`config.mk`:
```
export PLATFORM = sky130hd
export DESIGN_NAME = instr_fetch
export DESIGN_NICKNAME = d
export VERILOG_FILES = /design/src/rtl/fetch_pkg.sv /design/src/rtl/fetch_queue.sv /design/src/rtl/instr_fetch.sv
export SDC_FILE = /design/constraint.sdc
export NUM_CORES = 1
export LEC_CHECK = 0
export ABC_CLOCK_PERIOD_IN_PS = 18130
export CORE_ASPECT_RATIO = 2
export CORE_MARGIN = 8
export CORE_UTILIZATION = 32
export DETAILED_ROUTE_END_ITERATION = 16
export PLACE_DENSITY_LB_ADDON = 0.15
export RECOVER_POWER = 25
export SYNTH_ARGS = -nofsm -noshare
export SYNTH_HDL_FRONTEND = slang
export SYNTH_SLANG_ARGS = --single-unit
```
`constraint.sdc`:
```
create_clock -name clk -period 18.13 [get_ports clk]
set_input_delay 3.626 -clock clk [delete_from_list [all_inputs] [get_ports clk]]
set_output_delay 3.626 -clock clk [all_outputs]
set_load 0.01 [all_outputs]
```
`src/rtl/fetch_pkg.sv`:
```
// Shared types and constants for the instruction fetch unit.
package fetch_pkg;

  localparam int XLEN         = 32;
  localparam int FETCH_QDEPTH = 2;
  localparam logic [XLEN-1:0] INSTR_NOP = 32'h0000_0013;

  typedef struct packed {
    logic [XLEN-1:0] pc;
    logic [XLEN-1:0] instr;
  } fetch_entry_t;

  // Clears the byte-offset bits so the PC can never become misaligned.
  function automatic logic [XLEN-1:0] align_pc(input logic [XLEN-1:0] addr);
    return addr & ~32'h3;
  endfunction

endpackage

```
`src/rtl/fetch_queue.sv`:
```
// Two-entry FIFO of fetch entries; flush beats push, head holds its last value when empty.
module fetch_queue
  import fetch_pkg::*;
(
  input  logic         clk,
  input  logic         rst,
  input  logic         push,
  input  fetch_entry_t push_data,
  input  logic         pop,
  input  logic         flush,
  output logic [1:0]   count,
  output fetch_entry_t head
);

  fetch_entry_t e0_q;
  fetch_entry_t e1_q;
  logic [1:0]   count_q;
  logic [1:0]   count_d;
  logic         do_push;
  logic         do_pop;
  logic         e0_load_new;
  logic         e0_load_e1;
  logic         e1_load_new;

  assign do_pop  = pop && (count_q != 2'd0);
  assign do_push = push && ((count_q < 2'(FETCH_QDEPTH)) || do_pop);

  // Entry 0 is always the head; a pop from a full queue shifts entry 1 forward.
  assign e0_load_new = do_push && ((count_q == 2'd0) || ((count_q == 2'd1) && do_pop));
  assign e0_load_e1  = do_pop && (count_q == 2'd2);
  assign e1_load_new = do_push && (((count_q == 2'd1) && !do_pop) || (count_q == 2'd2));

  // NOTE: every signal driven from always_comb gets a default first so no latch is inferred.
  always_comb begin
    count_d = count_q;
    if (do_push && !do_pop) count_d = count_q + 2'd1;
    else if (do_pop && !do_push) count_d = count_q - 2'd1;
  end

  // NOTE: sequential state uses non-blocking assignments so every register samples pre-edge values.
  always_ff @(posedge clk) begin
    if (rst) begin
      count_q <= 2'd0;
      e0_q    <= '0;
    end else if (flush) begin
      count_q <= 2'd0;
    end else begin
      count_q <= count_d;
      if (e0_load_new)     e0_q <= push_data;
      else if (e0_load_e1) e0_q <= e1_q;
    end
  end

  // NOTE: entry 1 has no reset; it is never visible before being written, so only the head needs one.
  always_ff @(posedge clk) begin
    if (!flush && e1_load_new) e1_q <= push_data;
  end

  assign count = count_q;
  assign head  = e0_q;

endmodule

```
`src/rtl/instr_fetch.sv`:
```
// Instruction fetch unit: PC, imem read port, redirect handling and 2-entry fetch queue.
// Optional performance counters are built only when FETCH_PERF_EN is defined.
module instr_fetch
  import fetch_pkg::*;
#(
  parameter logic [XLEN-1:0] RESET_PC = 32'h0000_0000
) (
  input  logic            clk,
  input  logic            rst,
  output logic [XLEN-1:0] imem_addr,
  input  logic [XLEN-1:0] imem_instr,
  input  logic            redirect_valid,
  input  logic [XLEN-1:0] redirect_pc,
  output logic            out_valid,
  input  logic            out_ready,
  output logic [XLEN-1:0] out_pc,
  output logic [XLEN-1:0] out_instr,
  output logic [XLEN-1:0] perf_fetched,
  output logic [XLEN-1:0] perf_stall
);

  logic [XLEN-1:0] pc_q;
  logic [1:0]      count;
  fetch_entry_t    head;
  fetch_entry_t    new_entry;
  logic            pop;
  logic            space;
  logic            push;
  logic            stall;

  assign pop   = out_valid && out_ready;
  assign space = (count < 2'(FETCH_QDEPTH)) || pop;
  assign push  = !redirect_valid && space;
  assign stall = !redirect_valid && !space;

  assign new_entry = '{pc: pc_q, instr: imem_instr};

  always_ff @(posedge clk) begin
    if (rst)                 pc_q <= RESET_PC;
    else if (redirect_valid) pc_q <= align_pc(redirect_pc);
    else if (space)          pc_q <= pc_q + 32'd4;
  end

  // A pop coinciding with a redirect is still consumed by decode; the flush drops the rest.
  fetch_queue u_queue (
    .clk       (clk),
    .rst       (rst),
    .push      (push),
    .push_data (new_entry),
    .pop       (pop),
    .flush     (redirect_valid),
    .count     (count),
    .head      (head)
  );

  assign imem_addr = pc_q;
  assign out_valid = (count != 2'd0);
  assign out_pc    = head.pc;
  assign out_instr = head.instr;

`ifdef FETCH_PERF_EN
  logic [XLEN-1:0] fetched_q;
  logic [XLEN-1:0] stall_q;

  always_ff @(posedge clk) begin
    if (rst) begin
      fetched_q <= '0;
      stall_q   <= '0;
    end else begin
      if (push)  fetched_q <= fetched_q + 32'd1;
      if (stall) stall_q   <= stall_q + 32'd1;
    end
  end

  assign perf_fetched = fetched_q;
  assign perf_stall   = stall_q;
`else
  logic unused_stall;
  assign unused_stall = stall;
  assign perf_fetched = '0;
  assign perf_stall   = '0;
`endif

endmodule

```
; After elaboration in Yosys (flattened, before gate mapping)
; Index checks and enable logic that the tools add are counted.
[totals]
output_inout_bits = 161
n_memories = 0
mem_bits_rw = 0
latchBits = 0
ff_bits = 162
word_cells = 46
input_bits = 68
romBits = 0
[op_classes]
eq_ne = 2
bitwise = 1
reduce_logical = 26
shifts = 0
n_mux = 6
addsub = 3
multipliers = 0
n_div = 0
magnitude_cmp = 1
[ops]
columns = cell, count
row1 = $mux 64, 2
row2 = $mux 32, 2
row3 = $add 32x3->32 const B, 1
row4 = $logic_and 1x1->1, 12
row5 = $reduce_bool 2->1, 4
row6 = $logic_or 1x1->1, 4
row7 = $mux 2, 2
row8 = $logic_not 1->1, 3
row9 = $add 2x1->2 const B, 1
row10 = $eq 2x1->1 const B, 1
row11 = $eq 2x2->1 const B, 1
row12 = $logic_not 2->1, 1
row13 = $lt 2x2->1 const B, 1
row14 = $reduce_and 2->1, 1
row15 = $reduce_or 2->1, 1
row16 = $sub 2x1->2 const B, 1
row17 = $not 1->1, 1

; Logic depth before layout (Yosys ltp)
; Gate-level depths: netlist of run 1.
[logic_depth]
ltp_word = 9
depth_mapped = 13
ltp_nobuf = 10

; Modules after synthesis
; A second synthesis of run 1 with hierarchy kept.
[unflattened]
cells_unflattened = 745
area_unflattened_um2 = 7688.6
[modules_own_cells]
columns = module, seq_area_each_um2, area_per_inst_um2, cells_each, instances
row1 = fetch_queue, 3243.1, 5541.6, 480, 1
row2 = instr_fetch, 600.6, 2147.1, 265, 1

; Least setup slack after synthesis of run 1
; Ideal clock, no wire load.
[synth_timing]
path_kind = input port to flip-flop
start = in out_ready
end = reg u_queue.e1_q[0] (netlist name) (enable)
required_ps = 17572
path_stages = 4
n_path_buf = 1
arrival_ps = 8520
slack_ps = 9052
setup_ps = 558
path_cell_list = nor2b_1 > clkbuf_1 > nor2_1 > nor3_1
[synth_via]
elab_chain_cells = 7
elab_cells_between_ends = 11
classes_between = reduce/logical: 11
[synth_rtl]
columns = element, line_no
row1 = from (decl), instr_fetch.sv:15  ; input logic out_ready,
row2 = $logic_and 1x1->1 *, instr_fetch.sv:31  ; assign pop = out_valid && out_ready;
row3 = $logic_and 1x1->1, fetch_queue.sv:25  ; assign do_pop = pop && (count_q != 2'd0);
row4 = $logic_not 1->1, fetch_queue.sv:31  ; assign e1_load_new = do_push && (((count_q == 2'd1) && !do_pop) || (count_q == 2'd2));
row5 = $logic_and 1x1->1, fetch_queue.sv:31
row6 = $logic_or 1x1->1, fetch_queue.sv:31
row7 = $logic_and 1x1->1 *, fetch_queue.sv:31
row8 = $logic_and 1x1->1 *, fetch_queue.sv:56  ; if (!flush && e1_load_new) e1_q <= push_data;
row9 = to (signal assigned), fetch_queue.sv:56
row10 = to (decl), fetch_queue.sv:16  ; fetch_entry_t e1_q;
; Mark *: on every way between the ends. The rest lies on a longest branch, timed or not.
; A chain may end at the register's enable or synchronous reset.

; Final worst setup path of run 1
[layout_timing]
start = in redirect_valid
end = reg u_queue.e0_q, in the netlist u_queue.head[49]
[layout_via]
elab_chain_cells = 6
elab_cells_between_ends = 8
classes_between = mux: 1 / bitwise: 1 / reduce/logical: 6
[layout_rtl]
columns = element, line_no
row1 = from (decl), instr_fetch.sv:12  ; input logic redirect_valid,
row2 = $logic_not 1->1, instr_fetch.sv:33  ; assign push = !redirect_valid && space;
row3 = $logic_and 1x1->1, instr_fetch.sv:33
row4 = $logic_and 1x1->1, fetch_queue.sv:26  ; assign do_push = push && ((count_q < 2'(FETCH_QDEPTH)) || do_pop);
row5 = $logic_and 1x1->1, fetch_queue.sv:29  ; assign e0_load_new = do_push && ((count_q == 2'd0) || ((count_q == 2'd1) && do_pop));
row6 = $reduce_bool 2->1 (no line), n/a
row7 = $reduce_and 2->1 (no line), n/a
row8 = to (signal assigned), fetch_queue.sv:49  ; if (e0_load_new) e0_q <= push_data;
row9 = to (signal assigned), fetch_queue.sv:50  ; else if (e0_load_e1) e0_q <= e1_q;
row10 = to (decl), fetch_queue.sv:15  ; fetch_entry_t e0_q;
; Several ways; a longest one is shown, not always the timed one.

==> flow_summary.ini, run 1 <==
[worst_setup_path]
worstSetupEndpointType = register
cp.required_ns = 18.46
r2r_end = u_queue.head[16]
critPathArrivalTime_ns = 6.72
cp_top_family = buffers and inverters
r2r_setup_slack_ns = 14.34
cp_common_cell = buf_4
regToRegStartpoint = u_queue.count[1]
crit_buf_inv = 5
cp_slowest_stage_delay_ns = 0.91
crit_path_start_kind = primary input
startpoint = redirect_valid
path_class = in -> reg
crit_slowest_cell = buf_4
crit_chain = clkdlybuf4s50_1 -> buf_4 -> inv_1 -> buf_4 -> o21ai_4 -> buf_4 -> nor2_1 -> a211oi_1
reg2reg_depth = 7
cp_num_cells = 8
endpoint = u_queue.head[49]
path_max_fanout = 118

[die]
fp.dieH_um = 227.3
initial_core_util = 0.3239
die_area_um2 = 27660
core_um2 = 22060
die_w_um = 121.7
rows = 77
num_io_pins = 229

[power]
p_clk_frac = 0.373
ir_worst_vdd_mv = 0.06521
combPwrFrac = 0.165
swShare = 0.2633
intPower_mw = 0.6713
p_leak_nw = 3.202
power.density_nw_per_um2 = 98.36
power_switching_mw = 0.2399
pwr-share-seq = 0.462

[synth]
ys_types = 47
synth_most_common_cell = dfxtp_1
avgSynthCellArea_um2 = 10.64
synth_area_leaders = dfxtp_1 (26%), edfxtp_1 (26%), mux2i_1 (8.7%)
synthSimpleGateAreaFrac = 0.1197
synth_compound_area_frac = 0.1413
synthAdderAreaFrac = 0.008754
synth_top_family_by_area = compound AO/OA/AOI/OAI gates
yosysTopAreaCell = dfxtp_1
synth-seq-area-share = 0.5238
synth-async-reset-ratio = 0
synth_edf_count = 62
synth_xor_area_frac = 0.01103
yosys.area.top_type_share = 0.2633
synthCells = 672
syn_area_um2 = 7147
ys.flop_type = dfxtp_1
synth_mux_area_frac = 0.08683
yosysWarnings = 0
synthTopCellsByCount = dfxtp_1 (94), nor2_1 (88), a211oi_1 (74)
ys_ff_latch = 156

[clock_tree]
cts-root-buf = clkbuf_16
clkTransAtPathRegs_ns = 0.06
ctsHoldBuffers = 0
cts_buffer_depth = 2
clock-sinks = 156
clk_latency_ns = 0.43
post-cts-setup-buffer-count = 0
post_cts_resized = 0
cts_made_buffers = 17
htree_levels = 4
cts_tree = built

[timing]
hold_viol_final = 0
slew-limit-headroom = 0.2148
setup_violations = 0
max_freq_mhz = 156.6
tightest_slew_ns = 1.178
skew_ns = 0.007574
slew_violations = 0
setup_tns_ns = 0
finalCritPeriodShare = 0.3522
rsz0062_at_grt = false
fin_crit_ns = 6.386

[detailed_routing]
routed_wl_mm = 20.92
vias = 5470
drt_iter0_markers = 236
routedWlPerCell_um = 19.05
via_per_inst = 4.982
first_pass_iters = 4
postRouteAntennaNets = 0
route.detailed.drc = 0

[global_routing]
antenna_found_initial = 0
grt_pass1_wl_mm = 32.13
grt_max_degree = 119
grt-ovfl-total = 0
track_usage = 0.1506
grt_pass1_vias = 5761

[layout]
postLayoutCellArea_um2 = 9264
fin_nets = 882
areaGrowthSynthToFinish_pct = 29.62
antenna_cells = 0
drive_above_1_share = 0.05474

[placement]
place_area_um2 = 8703
dp_hpwl_mm = 14.80
gp_congestion = 0.8027
io_buffers = 158

[run]
cap_viol_max_count = 0

[run_status]
outcome = completed

[worst_hold_path]
hold_class = reg -> reg
[flip-flops by register name, summed over array words and instances (netlist names)]
signal and cells:
u_queue.head 62, imem_addr 30, u_queue.e1_q 62, u_queue.count 2
[logic make-up (layout without fill, tap and decap cells)]
logic type | after synthesis | in the layout
and+or+nand+nor | 172 | 172
buffers and inverters | 135 | 218
other | 1 | 68
xor gates and xnor gates | 9 | 9
adders and majority gates | 5 | 5
muxes | 62 | 62
AOI/OAI and AO/OA | 132 | 132
DFF | 156 | 156
[how the worst min path moves through the flow]
stage                             endpoint  slack [ns]  cells after the start     startpoint
final                     u_queue.e1_q[51]        0.55                      0  imem_addr[19]
after CTS                 u_queue.e1_q[51]        0.55                      0  imem_addr[19]
after floorplan           u_queue.e1_q[41]        0.49                      0   imem_addr[9]
after detailed placement  u_queue.e1_q[51]        0.54                      0  imem_addr[19]
after global routing      u_queue.e1_q[51]        0.57                      0  imem_addr[19]
after global placement    u_queue.e1_q[51]        0.53                      0  imem_addr[19]
[area by class of cell]
class	count	area, µm²
fill	2154	12800
tap	276	345.3
timing repair buffer	165	1632
multi-input combinational	448	2904
clock inverter	7	65.06
inverter	21	78.83
clock buffer	25	495.5
sequential	156	3744
[power by group through the flow]
| stage | combinational, mW | clock, mW | sequential (mW) |
|---|---|---|---|
| 5_1_grt | 0.166 | 0.360 | 0.425 |
| 3_5_place_dp | 0.155 | 0 | 0.429 |
| 6_report | 0.151 | 0.340 | 0.421 |
| 2_1_floorplan | 0.0771 | 0 | 0.433 |
| 3_3_place_gp | 0.152 | 0 | 0.427 |
| 4_1_cts | 0.156 | 0.351 | 0.422 |
[cells in the final DEF (no fill, tap or decap), types with 14 or more instances in the layout]
master | netlist | final
clkdlybuf4s50_1 | 0 | 110
dfxtp_1 | 94 | 94
nor2_1 | 88 | 88
a211oi_1 | 74 | 74
conb_1 | 1 | 68
mux2i_1 | 62 | 62
edfxtp_1 | 62 | 62
dlygate4sd3_1 | 0 | 47
inv_1 | 20 | 20
clkbuf_16 | 0 | 17
nand2_1 | 14 | 14
[per-stage QoR]
stage	total power, mW	setup WS [ns]	hold WS (ns)	util	cells
4_1_cts	0.9281	11.72	0.5471	0.4199	1098
2_1_floorplan	0.5096	9.052	0.4941	-	739
3_5_place_dp	0.5840	11.29	0.5350	0.3945	1066
5_1_grt	0.9503	11.46	0.5699	0.4199	1098
3_3_place_gp	0.5796	11.42	0.5268	0.3945	1066
6_report	0.9112	11.74	0.5489	0.4199	1098
[routing by layer]
metal / track usage / routed length, µm / share of wire
met1: 0.1623 / 8332 / 0.40
met2: 0.2696 / 10870 / 0.52
met3: 0.04123 / 1250 / 0.060
met4: 0.06167 / 467 / 0.022
met5: 0 / 0 / 0
(Power assumes the default switching activity.)
==> run 2, diff against run 1 <==
--- a/config.mk
+++ b/config.mk
@@ -5,7 +5,7 @@
 export SDC_FILE = /design/constraint.sdc
 export NUM_CORES = 1
 export LEC_CHECK = 0
-export ABC_CLOCK_PERIOD_IN_PS = 18130
+export ABC_CLOCK_PERIOD_IN_PS = 5700
 export CORE_ASPECT_RATIO = 2
 export CORE_MARGIN = 8
 export CORE_UTILIZATION = 32
==> constraint.sdc (replaced) <==
create_clock -name clk -period 5.7 [get_ports clk]
set_input_delay 1.14 -clock clk [delete_from_list [all_inputs] [get_ports clk]]
set_output_delay 1.14 -clock clk [all_outputs]
set_load 0.01 [all_outputs]
==> run 2 against run 1 <==
Sequential share of layout area down 0.16 points; critical path depth shrank 1; worst setup slack got worse by 9.8 ns; register-to-register slack lost 12 ns; first-iteration DRC count grew 29%; via count is essentially flat; clock power grew to 3.4 times the previous value.
==> flow_summary.ini, run 2 (synthesis gave the netlist of run 1 again) <==
[run_status]
outcome = completed

[timing]
finalCritPeriodShare = 0.6631
tightest_slew_ns = 1.206
fin_ws_ns = 1.921
slew_violations = 0
setup_tns_ns = 0
slew-limit-headroom = 0.1959
max_freq_mhz = 264.6
setup_violations = 0
fin_crit_ns = 3.779
rsz0062_at_grt = false
skew_ns = 0.01120
hold_viol_final = 0

[layout]
final_common_cell = clkdlybuf4s50_1
n_fill_cell = 2171
drive_above_1_share = 0.05961
fin_nets = 882
mostFrequentLayoutCells = clkdlybuf4s50_1 (114), dfxtp_1 (94), nor2_1 (88), a211oi_1 (74), conb_1 (68)
areaGrowthSynthToFinish_pct = 30.13
antenna_cells = 0
seqCellArea_um2 = 3744
multiInputGateArea_um2 = 2910

[global_routing]
track_usage = 0.1476
antenna_found_initial = 0
grt-ovfl-total = 0
grt_pass1_vias = 5740
grt_max_degree = 89
grt_pass1_wl_mm = 31.51

[clock_tree]
cts-root-buf = clkbuf_16
cts_tree = built
cts_made_buffers = 17
clkTransAtPathRegs_ns = 0.07
htree_levels = 4
clk_latency_ns = 0.42
post-cts-setup-buffer-count = 0
cts_buffer_depth = 2
clock-sinks = 156
post_cts_resized = 0
ctsHoldBuffers = 0

[placement]
dp_hpwl_mm = 14.50
gp_congestion = 0.8207
place_worst_setup_slack_ns = 1.604
io_buffers = 158

[run]
cap_viol_max_count = 0

[worst_setup_path]
reg2reg_depth = 7
worstSetupEndpointType = register
r2r_end = u_queue.head[46]
crit_path_start_kind = primary input
regToRegStartpoint = u_queue.count[1]
path_max_fanout = 62
r2r_setup_slack_ns = 2.15
cp.required_ns = 5.95
path_class = in -> reg
critPathArrivalTime_ns = 4.03

[worst_hold_path]
holdPathEnd = u_queue.e1_q[51]
hold_path_depth = 0
hp-start = imem_addr[19]
hold_class = reg -> reg

[die]
rows = 77
fp.dieH_um = 227.3
num_io_pins = 229
initial_core_util = 0.3239
die_area_um2 = 27660
die_w_um = 121.7
core_um2 = 22060

[detailed_routing]
via_per_inst = 4.986
vias = 5475
drt_iter0_markers = 305
route.detailed.drc = 0
first_pass_iters = 6
routed_wl_mm = 20.67
routedWlPerCell_um = 18.82
postRouteAntennaNets = 0

[power]
power.density_nw_per_um2 = 317.7
ir_worst_vdd_mv = 0.1806
p_leak_nw = 3.198
power_switching_mw = 0.8094
pwr-share-seq = 0.453
p_clk_frac = 0.384
swShare = 0.2740
intPower_mw = 2.145
combPwrFrac = 0.163
==> run 2: worst max-delay path: stages <==
cell,delay (ns)
dlygate4sd3_1,0.53
buf_4,0.27
inv_1,0.16
buf_4,0.39
and3_4,1.10
mux2i_1,0.30
a211oi_1,0.09
==> run 2: power by group through the flow <==
stage	clock, mW	combinational (mW)	sequential [mW]
after detailed placement	0	0.491	1.36
after floorplan	0	0.246	1.37
final	1.14	0.480	1.34
after global routing	1.21	0.528	1.35
after global placement	0	0.483	1.36
after CTS	1.17	0.494	1.34
==> run 2: per-layer routing <==
metal  vias to the layer above  GRT usage  share of wire
li1                       2624          -              -
met2                       215     0.2661           0.53
met4                         0    0.06648          0.026
met5                         -          0              0
met3                        38    0.03005          0.044
met1                      2598     0.1616           0.40
==> run 2: per-stage QoR <==
step	utilization	cell area, µm²	hold WS [ns]	total power [mW]	instances
floorplan	-	7403	0.4941	1.619	739
global placement	0.3948	8710	0.5373	1.843	1066
detailed placement	0.3948	8710	0.5431	1.856	1066
CTS	0.4215	9300	0.5556	3.009	1098
global route	0.4215	9300	0.5794	3.093	1098
finish	0.4215	9300	0.5561	2.954	1098
==> run 2: how the worst max path moves through the flow <==
| stage | startpoint | end | cells past startpoint |
|---|---|---|---|
| global placement | redirect_valid | u_queue.head[4] | 7 |
| CTS | redirect_valid | u_queue.head[16] | 7 |
| detailed placement | redirect_valid | u_queue.head[27] | 7 |
| finish | redirect_valid | u_queue.head[16] | 7 |
| global route | redirect_valid | u_queue.head[46] | 7 |
| floorplan | out_ready | u_queue.e1_q[0] | 4 |
==> run 2: layout make-up <==
type / instances / share of cell area
Timing Repair Buffer: 165 / 0.1754
Multi-Input combinational cell: 448 / 0.3129
Clock buffer: 17 / 0.04574
Tap cell: 276 / 0.03713
Sequential cell: 156 / 0.4025
Inverter: 21 / 0.008476
Clock inverter: 15 / 0.01776
